--- config.mk ---
export PLATFORM = sky130hd
export DESIGN_NAME = adc_spi_sampler_flat
export DESIGN_NICKNAME = d
export VERILOG_FILES = /design/src/rtl/adc_spi_sampler_if.sv /design/src/rtl/adc_spi_sampler.sv /design/src/flat_wrapper.sv
export SDC_FILE = /design/constraint.sdc
export NUM_CORES = 1
export LEC_CHECK = 0
export ABC_AREA = 1
export CAP_MARGIN = 20
export CORE_ASPECT_RATIO = 1.5
export CORE_MARGIN = 3
export CORE_UTILIZATION = 55
export CTS_BUF_LIST = sky130_fd_sc_hd__clkbuf_4 sky130_fd_sc_hd__clkbuf_8
export CTS_CLUSTER_SIZE = 16
export DETAILED_ROUTE_END_ITERATION = 8
export HOLD_SLACK_MARGIN = 0.05
export PLACE_DENSITY_LB_ADDON = 0.05
export RECOVER_POWER = 25
export REMOVE_ABC_BUFFERS = 1
export SKIP_LAST_GASP = 1
export SYNTH_ARGS = -nofsm -noshare
export SYNTH_HDL_FRONTEND = slang
export SYNTH_SLANG_ARGS = --single-unit
--- constraint.sdc ---
create_clock -name clk -period 3.2 [get_ports clk]
set_clock_uncertainty 0.1 [all_clocks]
set_input_delay 0.48 -clock clk [delete_from_list [all_inputs] [get_ports clk]]
set_output_delay 0.48 -clock clk [all_outputs]
set_load 0.03 [all_outputs]
--- src/rtl/adc_spi_sampler_if.sv ---
// Hydrophone ADC sampler bus: SPI pins to the ADC plus the parallel
// sample port feeding the ring buffer and FFT trigger.
interface adc_spi_sampler_if #(
   parameter int DATA_WIDTH = 10
);
   logic                  enable;
   logic                  adc_sdata;
   logic                  adc_cs_n;
   logic                  adc_sclk;
   logic [DATA_WIDTH-1:0] data_out;
   logic                  data_ready;
   logic                  lead_err;

   modport master (
      input  enable,
      input  adc_sdata,
      output adc_cs_n,
      output adc_sclk,
      output data_out,
      output data_ready,
      output lead_err
   );

   modport slave (
      output enable,
      output adc_sdata,
      input  adc_cs_n,
      input  adc_sclk,
      input  data_out,
      input  data_ready,
      input  lead_err
   );
endinterface

--- src/rtl/adc_spi_sampler.sv ---
// SPI master for the 10-bit hydrophone ADC; fixed-rate conversions.
// Define ADC_TWOS_COMP_EN to present samples as two's complement.
module adc_spi_sampler #(
   parameter int CLK_DIV       = 5,
   parameter int SAMPLE_PERIOD = 196,
   parameter int READY_CYCLES  = 14,
   parameter int DATA_WIDTH    = 10,
   parameter int LEAD_BITS     = 4
) (
   input logic               clk,
   input logic               reset,
   adc_spi_sampler_if.master bus
);
   localparam int FRAME = 16;
   localparam int TW    = $clog2(CLK_DIV);
   localparam int PW    = $clog2(SAMPLE_PERIOD);
   localparam int RW    = $clog2(READY_CYCLES + 1);
   localparam int TAIL  = FRAME - LEAD_BITS - DATA_WIDTH;

   typedef enum logic [2:0] {
      IDLE, SETUP, SHIFT, HOLD, PRESENT
   } state_t;

   state_t                state, nstate;
   logic [TW-1:0]         tick, ntick;
   logic [3:0]            bitn, nbit;
   logic                  nhi, tick_end;
   logic                  cs_n, sclk, ncs_n, nsclk;
   logic                  capture, load;
   logic [PW-1:0]         pcnt;
   logic [FRAME-1:0]      shreg;
   logic [RW-1:0]         rcnt;
   logic [DATA_WIDTH-1:0] raw, sample, data_q;
   logic                  ready_q, lead_q, lead_any;

   assign tick_end = (tick == TW'(CLK_DIV - 1));

   always_ff @(posedge clk or posedge reset) begin
      if (reset) begin
         state <= IDLE;
         tick  <= '0;
         bitn  <= '0;
         cs_n  <= 1'b1;
         sclk  <= 1'b1;
         shreg <= '0;
      end else begin
         state <= nstate;
         tick  <= ntick;
         bitn  <= nbit;
         cs_n  <= ncs_n;
         sclk  <= nsclk;
         if (capture)
            shreg <= {shreg[FRAME-2:0], bus.adc_sdata};
      end
   end

   // The final SCLK high half doubles as HOLD, so CS rises right after it.
   always_comb begin
      nstate = state;
      ntick  = tick + TW'(1);
      nbit   = bitn;
      nhi    = 1'b1;
      unique case (state)
         IDLE: begin
            ntick = '0;
            if (bus.enable && pcnt == '0)
               nstate = SETUP;
         end
         SETUP: begin
            if (tick_end) begin
               nstate = SHIFT;
               ntick  = '0;
               nbit   = '0;
               nhi    = 1'b0;
            end
         end
         SHIFT: begin
            nhi = sclk;
            if (tick_end) begin
               ntick = '0;
               nhi   = !sclk;
               if (!sclk && bitn == 4'd15)
                  nstate = HOLD;
               if (sclk)
                  nbit = bitn + 4'd1;
            end
         end
         HOLD: begin
            if (tick_end) begin
               nstate = PRESENT;
               ntick  = '0;
            end
         end
         PRESENT: begin
            nstate = IDLE;
            ntick  = '0;
         end
         default: nstate = IDLE;
      endcase
   end

   always_comb begin
      ncs_n   = !(nstate inside {SETUP, SHIFT, HOLD});
      nsclk   = (nstate != SHIFT) || nhi;
      capture = (state == SHIFT) && !sclk && tick_end;
      load    = (state == PRESENT);
   end

   always_ff @(posedge clk or posedge reset) begin
      if (reset)
         pcnt <= '0;
      else if (!bus.enable)
         pcnt <= '0;
      else if (pcnt == PW'(SAMPLE_PERIOD - 1))
         pcnt <= '0;
      else
         pcnt <= pcnt + PW'(1);
   end

   assign lead_any = |(shreg >> (FRAME - LEAD_BITS));
   assign raw      = DATA_WIDTH'(shreg >> TAIL);

`ifdef ADC_TWOS_COMP_EN
   assign sample = raw ^ {1'b1, {(DATA_WIDTH-1){1'b0}}};
`else
   assign sample = raw;
`endif

   // A load arriving while ready is high is dropped to keep data_out stable.
   always_ff @(posedge clk or posedge reset) begin
      if (reset) begin
         data_q  <= '0;
         ready_q <= 1'b0;
         lead_q  <= 1'b0;
         rcnt    <= '0;
      end else begin
         lead_q <= 1'b0;
         if (load && !ready_q) begin
            data_q  <= sample;
            ready_q <= 1'b1;
            lead_q  <= lead_any;
            rcnt    <= RW'(READY_CYCLES - 1);
         end else if (ready_q) begin
            if (rcnt == '0)
               ready_q <= 1'b0;
            else
               rcnt <= rcnt - RW'(1);
         end
      end
   end

   assign bus.adc_cs_n   = cs_n;
   assign bus.adc_sclk   = sclk;
   assign bus.data_out   = data_q;
   assign bus.data_ready = ready_q;
   assign bus.lead_err   = lead_q;
endmodule

--- src/flat_wrapper.sv ---
// flat-port wrapper written by rule: the top's interface ports become plain ports
module adc_spi_sampler_flat 
#(
   parameter int CLK_DIV       = 5,
   parameter int SAMPLE_PERIOD = 196,
   parameter int READY_CYCLES  = 14,
   parameter int DATA_WIDTH    = 10,
   parameter int LEAD_BITS     = 4
)
  (clk, reset, bus_enable, bus_adc_sdata, bus_adc_cs_n, bus_adc_sclk, bus_data_out, bus_data_ready, bus_lead_err);
  adc_spi_sampler_if #(.DATA_WIDTH(DATA_WIDTH)) bus_i ();
  input logic clk;
  input logic reset;
  input wire logic [$bits(bus_i.enable)-1:0] bus_enable;
  input wire logic [$bits(bus_i.adc_sdata)-1:0] bus_adc_sdata;
  output wire logic [$bits(bus_i.adc_cs_n)-1:0] bus_adc_cs_n;
  output wire logic [$bits(bus_i.adc_sclk)-1:0] bus_adc_sclk;
  output wire logic [$bits(bus_i.data_out)-1:0] bus_data_out;
  output wire logic [$bits(bus_i.data_ready)-1:0] bus_data_ready;
  output wire logic [$bits(bus_i.lead_err)-1:0] bus_lead_err;
  assign bus_i.enable = bus_enable;
  assign bus_i.adc_sdata = bus_adc_sdata;
  assign bus_adc_cs_n = bus_i.adc_cs_n;
  assign bus_adc_sclk = bus_i.adc_sclk;
  assign bus_data_out = bus_i.data_out;
  assign bus_data_ready = bus_i.data_ready;
  assign bus_lead_err = bus_i.lead_err;
  adc_spi_sampler #(.CLK_DIV(CLK_DIV), .SAMPLE_PERIOD(SAMPLE_PERIOD), .READY_CYCLES(READY_CYCLES), .DATA_WIDTH(DATA_WIDTH), .LEAD_BITS(LEAD_BITS)) u_core (.clk(clk), .reset(reset), .bus(bus_i));
endmodule
==> flow_metrics.py, run 1 <==
metrics = {
    "drt": {
        "wire_per_inst_um": 11.94,
        "routed_wl_um": 3785,
        "vias": 1612,
        "ant_nets": 0,
        "drt_pre_antenna_iters": 4,
        "drt-initial-drc-count": 47,
        "viasPerCell": 5.085,
        "drcViolationCount": 0,
    },
    "critical_path": {
        "start_kind": "flop",
        "reg2reg_slack_ns": 1.50,
        "crit_slowest_cell": "clkdlybuf4s50_1",
        "critPathMaxFanout": 4,
        "crit_arrival_ns": 1.55,
        "cp_top_family": "buffers and inverters",
        "r2r_start": "u_core.state[2]$_DFF_PP0_",
        "slowest_delay_ns": 0.68,
        "rr_worst_depth": 6,
        "criticalPathCategory": "flop to output pin",
        "cp-end-kind": "output pin",
        "path_cells": "clkdlybuf4s50_1",
        "timing.rr.end": "u_core.shreg[13]$_DFFE_PP0P_",
        "required_ns": 2.62,
        "crit_buf_inv": 1,
    },
    "timing": {
        "setup-violations-final": 0,
        "final_hold_viol_count": 0,
        "finalCritPeriodShare_pct": 66.69,
        "finalSetupTns_ns": 0,
        "maxSlewViolCount": 0,
        "whs_ns": 0.3630,
        "fmax_mhz": 468.6,
        "worstMarginPinSlew_ns": 1.232,
        "rsz0062_at_grt": "false",
        "slew_headroom_pct": 17.89,
        "fin_ws_ns": 1.066,
        "finalCriticalPeriod_ns": 2.134,
    },
    "layout": {
        "fin_nets": 281,
        "area_growth_pct": 12.26,
        "fin_area_um2": 2773,
        "layout_common_cells": "50 x dfrtp_1, 29 x nand2_1, 28 x inv_1",
        "antenna_cells": 0,
        "post-route-util_pct": 64.76,
        "final_common_cell": "dfrtp_1",
        "drive_gt1_share_pct": 26.20,
    },
    "cts": {
        "cts-root-buf": "clkbuf_8",
        "clock_sinks": 52,
        "clk_pin_slew_ns": 0.09,
        "htree_levels": 2,
        "post-cts-setup-buffers": 0,
        "cts_hold_buffers": 0,
        "cts_tree": "yes",
        "clock_latency_ns": 0.30,
        "ctsLongestPathBuffers": 2,
        "cts_made_buffers": 5,
        "post_cts_resized": 0,
    },
    "worst_hold_path": {
        "hold_path_class": "flop to flop",
        "min-delay-start": "u_core.state[2]$_DFF_PP0_",
        "worstHoldEndpoint": "u_core.state[0]$_DFF_PP0_",
        "min_delay_path_depth": 1,
    },
    "run_status": {
        "status": "finished, final reports clean",
    },
    "global_routing": {
        "grt_use_total_pct": 16.53,
        "grt_max_degree": 53,
        "first_global_vias": 1564,
        "antenna_found_initial": 0,
        "overflow": 0,
        "grt_pass1_wl_um": 6610,
    },
    "floorplanning": {
        "die_x_um": 60.72,
        "std_cell_rows": 29,
        "die_area_um2": 5347,
        "core_area_um2": 4282,
        "io_pins": 18,
        "start_util_pct": 57.69,
        "fp.dieH_um": 88.08,
    },
    "power": {
        "p_leak_nw": 1.289,
        "ir_worst_vdd_uv": 340.2,
        "power.density_nw_per_um2": 425.5,
    },
    "synthesis": {
        "synth_edf_count": 0,
        "synth_cell_type_count": 30,
        "yosysWarningCount": 0,
        "synth_area_per_cell_um2": 9.879,
        "async_flop_share_pct": 100.0,
        "netlist_instances": 250,
        "seq_area_frac_synth_pct": 52.79,
        "syn_area_um2": 2470,
        "synth_ff_type": "dfrtp_1",
        "synth_seq_cells": 52,
    },
    "place": {
        "dpl-instance-area_um2": 2649,
        "place_congestion": 0.8082,
        "dp_slack_ns": 1.395,
        "port_buffers": 17,
        "dp.final_hpwl_um": 2735,
    },
    "flow_run": {
        "maxCapViolCount": 0,
    },
}
[state kept, by name, summed over array words and instances, names as in the netlist, 3 cells and up]
signal	count
u_core.shreg	16
u_core.bus.data_out	10
u_core.pcnt	8
u_core.bitn	4
u_core.rcnt	4
u_core.state	3
u_core.tick	3
[how the worst max path moves through the flow]
| stage | from | cells after the start | to | slack [ns] |
|---|---|---|---|---|
| finish | u_core.bus.adc_sclk$_DFF_PP1_ | 1 | bus_adc_sclk | 1.07 |
| floorplan | reset | 1 | u_core.bitn[0]$_DFFE_PP0P_ | 1.37 |
| global placement | u_core.bus.adc_sclk$_DFF_PP1_ | 1 | bus_adc_sclk | 1.40 |
| CTS | u_core.bus.adc_sclk$_DFF_PP1_ | 1 | bus_adc_sclk | 1.05 |
| global route | u_core.bus.adc_sclk$_DFF_PP1_ | 1 | bus_adc_sclk | 1.01 |
| detailed placement | u_core.bus.adc_sclk$_DFF_PP1_ | 1 | bus_adc_sclk | 1.40 |
[metrics by stage]
step / instances / power, mW
5_1_grt: 317 / 1.226
3_3_place_gp: 309 / 0.7182
6_report: 317 / 1.180
2_1_floorplan: 245 / 0.7058
4_1_cts: 317 / 1.204
3_5_place_dp: 309 / 0.7200
[layer usage]
layer	vias to the layer above	part of all wire (%)	GRT usage (%)
met3	5	2.6	3.982
met1	750	44	19.11
li1	840	-	-
met2	17	52	29.02
met4	0	1.8	5.917
met5	-	0	0
[logic make-up (layout without fill, tap and decap cells)]
family                     count (synthesis)  in the layout  synth area share [%]
DFF                                       52             52                 52.79
adders and majority gates                  7              7                 3.546
xor gates and xnor gates                   3              3                 1.064
buffers and inverters                     38             59                 7.396
and+or+nand+nor                          102            102                 21.12
AOI/OAI and AO/OA                         48             48                 14.08
[layout make-up]
cell class,count,area (um^2)
fillers,353,1509
flip-flops and latches,52,1304
multi-input cells,160,983.4
repair buffers,18,175.2
inverters,33,126.4
clock buffers,7,96.34
well taps,46,57.56
clock inverters,1,30.03
[report_power, final]
part           internal (mW)  switching (mW)
Combinational         0.0122          0.0248
Sequential             0.663         0.00479
Clock                  0.276           0.199
Total                  0.951           0.229
[synthesized netlist by cell type, types with 3 or more instances]
cell	number	area, um^2
a21oi_1	7	35.03
a21oi_2	4	35.03
buf_6	5	56.30
dfrtp_1	50	1251
ha_1	7	87.58
inv_1	28	105.1
inv_2	4	15.01
nand2_1	29	108.9
nand2_2	21	131.4
nand3_1	10	50.05
nor2_1	26	97.59
nor2_4	3	33.78
nor3_1	3	15.01
o21ai_0	8	40.04
o21ai_1	3	15.01
o21ai_2	24	210.2
Note: power is estimated with default switching activity, not from simulation.
==> run 2: changes to the inputs <==
CORE_UTILIZATION = 54   (was 55)
clock period = 1.8 ns   (was 3.2 ns; I/O delays follow)
==> run 2 against run 1 <==
  * Final cell count rose by 0.95%
  * Power rose by 64%
  * Die area rose by 1.7%
  * Worst hold slack got worse by 0.0031 ns
  * Largest cell class unchanged
  * Cell area rose by 0.68%
  * Wire length rose by 0.95%
  * Core utilization fell by 0.11 points
  * Sequential power rose by 78%
  * Global-route usage rose by 0.46 points
  * Highest routed layer unchanged
==> flow_metrics.py, run 2 (synthesis results as in run 1) <==
metrics = {
    "run_status": {
        "status": "finished, final reports clean",
    },
    "floorplanning": {
        "std_cell_rows": 29,
        "start_util_pct": 57.20,
        "fp.dieH_um": 88.83,
        "core_area_um2": 4318,
        "io_pins": 18,
        "die_x_um": 61.22,
        "die_area_um2": 5438,
    },
    "layout": {
        "num-fill-cells": 386,
        "stdcell_count": 320,
        "largest_register_ffs": 16,
        "fin_area_um2": 2791,
        "post-route-util_pct": 64.65,
        "area_growth_pct": 13.02,
        "top_register": "u_core.shreg",
        "multiInputGateArea_um2": 983.4,
        "layout_common_cells": "50 x dfrtp_1, 29 x nand2_1, 28 x inv_1",
        "final_common_cell": "dfrtp_1",
        "drive_gt1_share_pct": 27.37,
        "register_area_um2": 1304,
        "antenna_cells": 0,
        "fin_nets": 285,
    },
    "critical_path": {
        "crit_arrival_ns": 1.35,
        "cp_top_family": "buffers and inverters",
        "criticalPathCategory": "flop to output pin",
        "start_kind": "flop",
        "rr_worst_depth": 8,
        "path_cells": "clkdlybuf4s50_1",
        "critPathMaxFanout": 2,
        "slowest_delay_ns": 0.68,
        "crit_buf_inv": 1,
        "cp-end-kind": "output pin",
        "path_depth": 1,
        "required_ns": 1.43,
        "crit_slowest_cell": "clkdlybuf4s50_1",
    },
    "drt": {
        "drt_pre_antenna_iters": 4,
        "viasPerCell": 5.091,
        "vias": 1629,
        "wire_per_inst_um": 11.94,
        "drcViolationCount": 0,
        "routed_wl_um": 3821,
        "ant_nets": 0,
        "drt-initial-drc-count": 66,
    },
    "timing": {
        "whs_ns": 0.3599,
        "worstMarginPinSlew_ns": 0.6304,
        "fin_ws_ns": 0.07978,
        "slew_headroom_pct": 57.98,
        "fmax_mhz": 581.3,
        "rsz0062_at_grt": "false",
        "finalCritPeriodShare_pct": 95.57,
        "maxSlewViolCount": 0,
        "finalCriticalPeriod_ns": 1.720,
        "final_hold_viol_count": 0,
        "finalSetupTns_ns": 0,
        "setup-violations-final": 0,
    },
    "cts": {
        "cts_tree": "yes",
        "htree_levels": 2,
        "ctsLongestPathBuffers": 2,
        "cts-root-buf": "clkbuf_8",
        "cts_hold_buffers": 0,
        "clk_pin_slew_ns": 0.08,
        "cts_made_buffers": 5,
        "clock_latency_ns": 0.29,
        "clock_sinks": 52,
    },
    "power": {
        "p_leak_nw": 1.322,
        "power.density_nw_per_um2": 693.6,
        "p_total_mw": 1.936,
        "ir_worst_vdd_uv": 567.3,
    },
    "place": {
        "dp_slack_ns": 0.2058,
        "port_buffers": 17,
        "dpl-instance-area_um2": 2704,
        "dp.final_hpwl_um": 2827,
        "place_congestion": 0.8603,
        "place_inst": 313,
    },
    "worst_hold_path": {
        "hold_path_class": "flop to flop",
        "min_delay_path_depth": 1,
    },
    "global_routing": {
        "grt_use_total_pct": 16.98,
        "overflow": 0,
        "antenna_found_initial": 0,
        "grt_max_degree": 32,
        "grt_pass1_wl_um": 6948,
        "first_global_vias": 1649,
    },
    "flow_run": {
        "maxCapViolCount": 0,
    },
}
[run 2: area by class of cell]
cell class	instances	share of cell area (%)
Tap cell	46	2.062
Multi-Input combinational cell	160	35.23
Clock buffer	7	3.451
Timing Repair Buffer	22	8.023
Sequential cell	52	46.71
Inverter	33	4.527
[run 2: power by group]
group / internal, mW / switching [mW]
logic: 0.0217 / 0.0427
registers: 1.18 / 0.00850
clock network: 0.343 / 0.342
total: 1.54 / 0.393
[run 2: per-layer routing]
layer	share of wire, %	GRT usage (%)	vias up
li1	-	-	843
met1	45	20.27	759
met2	51	29.67	20
met3	2.1	3.358	7
met4	1.9	5.917	0
met5	0	0	-
[run 2: worst paths after layout]
kind,start,end,slack [ns]
worst min-delay path,u_core.tick[0]$_DFF_PP0_,u_core.tick[0]$_DFF_PP0_,0.36
min in group asynchronous,reset,u_core.shreg[13]$_DFFE_PP0P_,0.50
worst max-delay path,u_core.bus.data_out[1]$_DFFE_PP0P_,bus_data_out[1],0.08
worst min register to register,u_core.tick[0]$_DFF_PP0_,u_core.tick[0]$_DFF_PP0_,0.36
worst max register to register,u_core.tick[0]$_DFF_PP0_,u_core.shreg[13]$_DFFE_PP0P_,0.28
max in group asynchronous,reset,u_core.shreg[10]$_DFFE_PP0P_,0.69
[run 2: timing repair]
action / 4_1_cts / 5_1_grt
gates resized for setup: 3 / 0
setup endpoints to repair: 3 / 0
setup buffers: 0 / 0
==> run 3: changes to the inputs <==
CORE_ASPECT_RATIO = 1.75   (was 1.5)
SLEW_MARGIN = 20   (was unset)
==> run 3 against run 2 <==
  * Cell area decreased by 1.6%
  * Largest power group unchanged
  * Power decreased by 1.4%
  * First-iteration DRC count decreased by 24%
  * Flip-flop and latch count unchanged
  * Fmax decreased by 0.29%
  * Sequential share of layout area increased by 0.77 points
  * Global-route usage decreased by 0.25 points
  * Critical path depth unchanged
==> flow_metrics.py, run 3 (synthesis results as in run 1) <==
metrics = {
    "power": {
        "power.density_nw_per_um2": 695.4,
        "p_leak_nw": 1.296,
        "ir_worst_vdd_uv": 878.3,
        "p_clk_share_pct": 34.4,
        "switching_share_pct": 21.07,
        "seqPwrFrac_pct": 62.1,
        "comb_power_share_pct": 3.5,
        "p_sw_uw": 402.5,
        "p_total_mw": 1.910,
        "p_int_mw": 1.507,
    },
    "layout": {
        "final_common_cell": "dfrtp_1",
        "stdcell_count": 321,
        "layout_common_cells": "50 x dfrtp_1, 29 x nand2_1, 27 x inv_1",
        "fin_area_um2": 2746,
        "multiInputGateArea_um2": 983.4,
        "num-fill-cells": 376,
        "register_area_um2": 1304,
        "fin_nets": 282,
        "drive_gt1_share_pct": 26.84,
        "largest_register_ffs": 16,
        "top_register": "u_core.shreg",
        "post-route-util_pct": 64.37,
        "area_growth_pct": 11.20,
        "antenna_cells": 0,
    },
    "cts": {
        "cts-root-buf": "clkbuf_8",
        "clock_latency_ns": 0.29,
        "clock_sinks": 52,
        "clk_pin_slew_ns": 0.08,
        "cts_tree": "yes",
        "htree_levels": 2,
        "cts_made_buffers": 5,
        "ctsLongestPathBuffers": 2,
    },
    "timing": {
        "maxSlewViolCount": 0,
        "whs_ns": 0.3656,
        "fin_ws_ns": 0.07470,
        "finalCritPeriodShare_pct": 95.85,
        "setup-violations-final": 0,
        "worstMarginPinSlew_ns": 1.259,
        "fmax_mhz": 579.6,
        "rsz0062_at_grt": "false",
        "final_hold_viol_count": 0,
        "slew_headroom_pct": 16.08,
        "finalCriticalPeriod_ns": 1.725,
        "finalSetupTns_ns": 0,
    },
    "global_routing": {
        "first_global_vias": 1635,
        "antenna_found_initial": 0,
        "grt_max_degree": 53,
        "grt_pass1_wl_um": 7093,
        "grt_use_total_pct": 16.73,
        "overflow": 0,
    },
    "drt": {
        "ant_nets": 0,
        "drcViolationCount": 0,
        "drt_pre_antenna_iters": 4,
        "vias": 1662,
        "wire_per_inst_um": 12.38,
        "drt-initial-drc-count": 50,
        "routed_wl_um": 3975,
        "viasPerCell": 5.178,
    },
    "place": {
        "port_buffers": 17,
        "dp_slack_ns": 0.1731,
        "dpl-instance-area_um2": 2673,
        "dp.final_hpwl_um": 2808,
        "place_congestion": 0.8272,
        "place_inst": 313,
    },
    "floorplanning": {
        "fp.dieH_um": 95.47,
        "io_pins": 18,
        "std_cell_rows": 31,
        "core_area_um2": 4267,
        "start_util_pct": 57.89,
        "die_area_um2": 5453,
        "die_x_um": 57.13,
    },
    "critical_path": {
        "start_kind": "flop",
        "crit_slowest_cell": "clkdlybuf4s50_1",
        "crit_arrival_ns": 1.36,
        "slowest_delay_ns": 0.69,
        "path_cells": "clkdlybuf4s50_1",
        "cp-end-kind": "output pin",
        "critPathMaxFanout": 2,
        "cp-startpoint": "u_core.bus.data_out[1]$_DFFE_PP0P_",
        "cp_top_family": "buffers and inverters",
        "crit_buf_inv": 1,
        "required_ns": 1.43,
        "criticalPathCategory": "flop to output pin",
        "r2r_start": "u_core.tick[0]$_DFF_PP0_",
    },
    "worst_hold_path": {
        "hold_path_class": "flop to flop",
        "min-delay-start": "u_core.tick[0]$_DFF_PP0_",
    },
    "run_status": {
        "status": "finished, final reports clean",
    },
    "flow_run": {
        "maxCapViolCount": 0,
    },
}
run 3: cell type report:
cell class,instances,area share [%]
Timing Repair Buffer,19,6.515
Inverter,33,4.601
Clock buffer,6,3.007
Clock inverter,2,0.3645
Sequential cell,52,47.47
Tap cell,49,2.232
Multi-Input combinational cell,160,35.81
run 3: what timing repair did:
action | in CTS | in global routing
gates resized for setup | 3 | 0
setup buffers | 0 | 0
setup endpoints to repair | 3 | 0
hold buffers | 0 | 0
run 3: routing by layer:
layer  vias up  wire [um]  GRT usage (%)  share of wire [%]
met5         -          0              0                  0
met1       783       1700          18.84                 43
met2        30       2091          30.25                 53
met4         0         55          6.963                1.4
met3         4        129          3.388                3.2
li1        845          -              -                  -
run 3: worst paths after layout:
path	endpoint	slack (ns)	cells past startpoint
max	bus_data_out[1]	0.07	1
min	u_core.tick[0]$_DFF_PP0_	0.37	1
max reg2reg	u_core.shreg[13]$_DFFE_PP0P_	0.17	7
min reg2reg	u_core.tick[0]$_DFF_PP0_	0.37	1
max in group asynchronous	u_core.bus.lead_err$_DFF_PP0_	0.26	3
min in group asynchronous	u_core.bus.data_out[3]$_DFFE_PP0P_	0.59	3
run 3: power groups by stage:
stage	registers, mW	clock network, mW	logic (mW)
finish	1.19	0.657	0.0659
global route	1.19	0.736	0.0760
CTS	1.19	0.691	0.0732
detailed placement	1.21	0	0.0729
global placement	1.21	0	0.0719
floorplan	1.21	0	0.0467
